**src/rtl/sim_stall_ctrl.sv**
```systemverilog
// Stall arbiter between the simulation DPI shims and the VTA core: drains
// in-flight work, holds the stall while any requester wants it, and enforces a hold-off.
module sim_stall_ctrl #(
    parameter int NUM_REQ     = 2,
    parameter int DRAIN_MAX   = 16,
    parameter int RESUME_HOLD = 2,
    parameter int CNT_W       = 32
) (
    input  logic               clock,
    input  logic               reset,
    input  logic               clear,
    input  logic [NUM_REQ-1:0] req,
    input  logic               core_idle,
    output logic               drain_req,
    output logic               stall,
    output logic [NUM_REQ-1:0] ack,
    output logic [CNT_W-1:0]   stall_cycles,
    output logic [CNT_W-1:0]   stall_events,
    output logic               drain_timeout
);

    localparam int DRAIN_W = (DRAIN_MAX > 1) ? $clog2(DRAIN_MAX) : 1;
    localparam int HOLD_W  = (RESUME_HOLD > 1) ? $clog2(RESUME_HOLD) : 1;
    localparam logic [DRAIN_W-1:0] DRAIN_LAST = DRAIN_W'(DRAIN_MAX - 1);
    localparam logic [HOLD_W-1:0]  HOLD_INIT  = HOLD_W'(RESUME_HOLD - 1);

    typedef enum logic [1:0] {
        S_RUN,
        S_DRAIN,
        S_STALL,
        S_RESUME
    } state_t;

    state_t               state_q;
    logic [DRAIN_W-1:0]   drain_cnt_q;
    logic [HOLD_W-1:0]    hold_cnt_q;
    logic                 drain_req_q;
    logic                 stall_q;
    logic [NUM_REQ-1:0]   ack_q;
    logic [CNT_W-1:0]     cycles_q, cycles_d;
    logic [CNT_W-1:0]     events_q, events_d;
    logic                 timeout_q, timeout_d;
    logic                 any_req;
    logic                 drain_done;
    logic                 drain_to;

    function automatic logic [CNT_W-1:0] sat_inc(input logic [CNT_W-1:0] v);
        return (&v) ? v : v + 1'b1;
    endfunction

    assign any_req = |req;
    // Abort (no requester left) wins over both drain exits; idle wins over timeout.
    assign drain_done = (state_q == S_DRAIN) && any_req &&
                        (core_idle || (drain_cnt_q == DRAIN_LAST));
    assign drain_to   = (state_q == S_DRAIN) && any_req && !core_idle &&
                        (drain_cnt_q == DRAIN_LAST);

    always_comb begin
        cycles_d  = cycles_q;
        events_d  = events_q;
        timeout_d = timeout_q;
        if (clear) begin
            cycles_d  = '0;
            events_d  = '0;
            timeout_d = 1'b0;
        end else begin
            if (state_q == S_STALL) cycles_d = sat_inc(cycles_q);
            if (drain_done)         events_d = sat_inc(events_q);
            if (drain_to)           timeout_d = 1'b1;
        end
    end

    always_ff @(posedge clock) begin
        if (reset) begin
            state_q     <= S_RUN;
            drain_cnt_q <= '0;
            hold_cnt_q  <= '0;
            drain_req_q <= 1'b0;
            stall_q     <= 1'b0;
            ack_q       <= '0;
            cycles_q    <= '0;
            events_q    <= '0;
            timeout_q   <= 1'b0;
        end else begin
            cycles_q  <= cycles_d;
            events_q  <= events_d;
            timeout_q <= timeout_d;
            case (state_q)
                S_RUN: begin
                    if (any_req) begin
                        state_q     <= S_DRAIN;
                        drain_cnt_q <= '0;
                        drain_req_q <= 1'b1;
                    end
                end
                S_DRAIN: begin
                    if (!any_req) begin
                        state_q     <= S_RUN;
                        drain_req_q <= 1'b0;
                    end else if (drain_done) begin
                        state_q <= S_STALL;
                        stall_q <= 1'b1;
                        ack_q   <= req;
                    end else begin
                        drain_cnt_q <= drain_cnt_q + 1'b1;
                    end
                end
                S_STALL: begin
                    if (!any_req) begin
                        state_q     <= S_RESUME;
                        hold_cnt_q  <= HOLD_INIT;
                        drain_req_q <= 1'b0;
                        stall_q     <= 1'b0;
                        ack_q       <= '0;
                    end else begin
                        ack_q <= req;
                    end
                end
                S_RESUME: begin
                    // Requests are deliberately ignored here so the core gets cycles.
                    if (hold_cnt_q == '0) state_q <= S_RUN;
                    else                  hold_cnt_q <= hold_cnt_q - 1'b1;
                end
                default: state_q <= S_RUN;
            endcase
        end
    end

    assign drain_req     = drain_req_q;
    assign stall         = stall_q;
    assign ack           = ack_q;
    assign stall_cycles  = cycles_q;
    assign stall_events  = events_q;
    assign drain_timeout = timeout_q;

endmodule

```
**config.mk**
```make
export PLATFORM = sky130hd
export DESIGN_NAME = sim_stall_ctrl
export DESIGN_NICKNAME = d
export VERILOG_FILES = /design/src/rtl/sim_stall_ctrl.sv
export SDC_FILE = /design/constraint.sdc
export NUM_CORES = 1
export LEC_CHECK = 0
export ABC_AREA = 1
export CAP_MARGIN = 10
export CORE_MARGIN = 5
export CORE_UTILIZATION = 49
export DETAILED_ROUTE_END_ITERATION = 16
export MAX_ROUTING_LAYER = met4
export PLACE_DENSITY = 0.81
export SKIP_CTS_REPAIR_TIMING = 1
export SLEW_MARGIN = 20
export SYNTH_ARGS = -nofsm -noshare
export SYNTH_HDL_FRONTEND = slang
export SYNTH_SLANG_ARGS = --single-unit
```
**constraint.sdc**
```tcl
create_clock -name clock -period 1.6 [get_ports clock]
set_input_delay 0.32 -clock clock [delete_from_list [all_inputs] [get_ports clock]]
set_output_delay 0.32 -clock clock [all_outputs]
set_load 0.1 [all_outputs]
```
==> results.py <==
metrics = {
    "worst_setup_path": {
        "cp_cell_sequence": "ha_4 > inv_4 > nor2_4 > nand2_4 > nor2_8 > nand2_4 > nand2_8 > clkbuf_16 > o21ai_0 > nor2_1",
        "cp.required_ns": 1.88,
        "cp_common_cell": "nand2_4",
        "path_depth": 10,
        "rr_worst_depth": 10,
        "critPathBufInv": 2,
        "crit_path_end_kind": "flip-flop",
        "cp-start-kind": "flip-flop",
        "critPathMaxStageDelay_ns": 0.39,
        "cp.arrival_ns": 2.01,
        "critical_path_peak_fanout": 7,
        "critical_path.slowest_cell": "dfxtp_4",
        "crit_family": "simple AND/OR/NAND/NOR gates",
        "crit_type": "flip-flop to flip-flop",
    },
    "floorplan": {
        "die-height_um": 110,
        "die-area_um2": 12000,
        "die_x_um": 110,
        "core_um2": 9730,
        "std_cell_rows": 36,
        "start_util_pct": 50.0,
        "pin_count": 75,
    },
    "pwr": {
        "p_seq_share_pct": 35.0,
        "leakagePower_nw": 2.85,
        "switchingPower_mw": 2.11,
        "power_mw": 5.59,
        "power_frac_clock_pct": 28.4,
        "power_frac_comb_pct": 36.6,
        "internal_power_mw": 3.49,
        "irDropWorstVdd_v": 0.00101,
        "switching_share_pct": 37.7,
        "powerDensity_nw_per_um2": 712,
    },
    "drt": {
        "viasPerCell": 5.39,
        "drc_errors": 0,
        "ant_nets": 0,
        "wl_per_cell_um": 15.7,
        "drt-total-wl_mm": 16.7,
        "via_count": 5759,
        "first_pass_iters": 5,
        "drt_iter0_markers": 502,
    },
    "yosys": {
        "yosys.area.top_type_share_pct": 31.3,
        "netlist_instances": 781,
        "synth_edf_count": 0,
        "yosysTopAreaCell": "dfxtp_1",
        "async_reset_ff_share_pct": 0,
        "syn_area_um2": 4870,
        "synth.area.top_cells": "dfxtp_1, nand2_1, nor2_1",
        "synth-warning-count": 0,
        "synth.yosys.seq_area_share_pct": 31.3,
        "ys_ff_latch": 76,
        "synthDistinctLibCells": 31,
        "syn-num-nets": 794,
        "syn_avg_cell_area_um2": 6.23,
        "synth_ff_type": "dfxtp_1",
    },
    "finish": {
        "layout_common_cells": "nand2_1, nor2_1, buf_12",
        "final_common_cell": "nand2_1",
        "layout-drive-gt1-share_pct": 38.3,
        "syn_to_final_growth_pct": 61.4,
        "fin_nets": 943,
        "insertedDiodeCount": 0,
        "finish.utilization_pct": 80.8,
    },
    "clocking": {
        "htreeDepth": 3,
        "cts_root_buffer": "clkbuf_8",
        "clock_sinks": 76,
        "tritoncts": "yes",
        "cts-buffers-inserted": 9,
        "worstSkewPairLatency_ns": 0.36,
        "clkTransAtPathRegs_ns": 0.09,
        "cts_buffer_depth": 2,
    },
    "sta": {
        "setup_tns_ns": -1.01,
        "period_share_pct": 108,
        "timing.final.ws_setup_ns": -0.133,
        "whs_ns": 0.455,
        "setup_viol": 33,
        "max_freq_ghz": 0.577,
        "post-route-min-period_ns": 1.73,
        "fin_skew_ns": 0.0132,
        "worstMarginPinSlew_ns": 0.380,
        "rsz0062_at_grt": "true",
        "hold_violations": 0,
        "relSlewSlack_pct": 74.6,
        "maxSlewViolCount": 0,
    },
    "global_route": {
        "grt_pass1_wl_mm": 24.4,
        "antenna_found_initial": 0,
        "grt_max_degree": 38,
        "grt_use_total_pct": 26.1,
        "grt_pass1_vias": 5263,
        "grt.overflow.total": 0,
    },
    "hold_path": {
        "min_path_cells": 1,
        "min_path_type": "flip-flop to flip-flop",
    },
    "outcome": {
        "run_status": "finished, violations left",
        "violations": "negative setup slack",
    },
    "place": {
        "gp_congestion": 0.995,
        "dp_slack_ns": -0.287,
        "place_hpwl_mm": 11.5,
        "port-buffer-count": 74,
    },
    "run": {
        "max_cap_violations": 0,
    },
}
worst paths after layout:
path	from	endpoint	slack, ns
max	stall_cycles[1]	stall_cycles[0]	-0.13
min	drain_cnt_q[0]	drain_cnt_q[0]	0.45
max reg2reg	stall_cycles[1]	stall_cycles[0]	-0.13
min reg2reg	drain_cnt_q[0]	drain_cnt_q[0]	0.45
flip-flops by register name, indices dropped and copies added (netlist names), named ones only:
register       flops
stall_cycles      32
stall_events      32
drain_cnt_q        4
ack                2
drain_req          1
drain_timeout      1
hold_cnt_q         1
stall              1
state_q            1
cells by family after synthesis:
kind of cell    Yosys count  synth area share, %
flops                    76                 31.3
compound gates           72                 9.07
xor+xnor                 28                 5.04
buf+inv                  83                 7.92
fa+ha+maj                 7                 1.80
simple gates            515                 44.9
stage by stage:
step,instance area [µm²],std cells
final,7860,1068
after global routing,7860,1068
after CTS,7300,1045
after detailed placement,7080,1029
after global placement,7080,1029
after floorplan,5160,781
metal layers:
metal  track usage, %  wire length [µm]
met4             8.90               365
met3             3.35              1300
met5                -                 0
met2             43.0              8340
met1             33.1              6730
final cells by class:
type                            instances  area, µm²
Multi-Input combinational cell        622       3250
Timing Repair Buffer                  156       2200
Fill cell                             647       1870
Sequential cell                        76       1760
Inverter                               65        269
Clock buffer                           12        188
Tap cell                              133        166
Clock inverter                          4       25.0
worst register-to-register path, stage by stage (launching register included):
cell and delay [ns]:
dfxtp_4 0.39, ha_4 0.16, inv_4 0.04, nor2_4 0.14
nand2_4 0.12, nor2_8 0.16, nand2_4 0.08, nand2_8 0.15
clkbuf_16 0.19, o21ai_0 0.09, nor2_1 0.13
cells in the mapped netlist, types with 4 or more instances:
cell	number
nand4_1	12
xor2_1	19
dfxtp_1	76
o21ai_0	13
nand2_2	25
buf_2	4
nor2_4	4
ha_1	7
inv_1	62
xnor2_1	9
a21oi_2	20
a21oi_1	37
nor2_1	142
nand2_1	274
nor3_1	5
clkbuf_1	7
nand3_1	42
buf_6	4
power groups by stage:
stage / Sequential, mW / Combinational [mW] / Clock [mW]
6_report: 1.96 / 2.05 / 1.59
5_1_grt: 1.97 / 2.16 / 1.68
4_1_cts: 1.95 / 1.64 / 1.60
3_5_place_dp: 2.00 / 1.64 / 0
3_3_place_gp: 1.99 / 1.57 / 0
2_1_floorplan: 2.30 / 0.804 / 0
(Power assumes the default switching activity.)
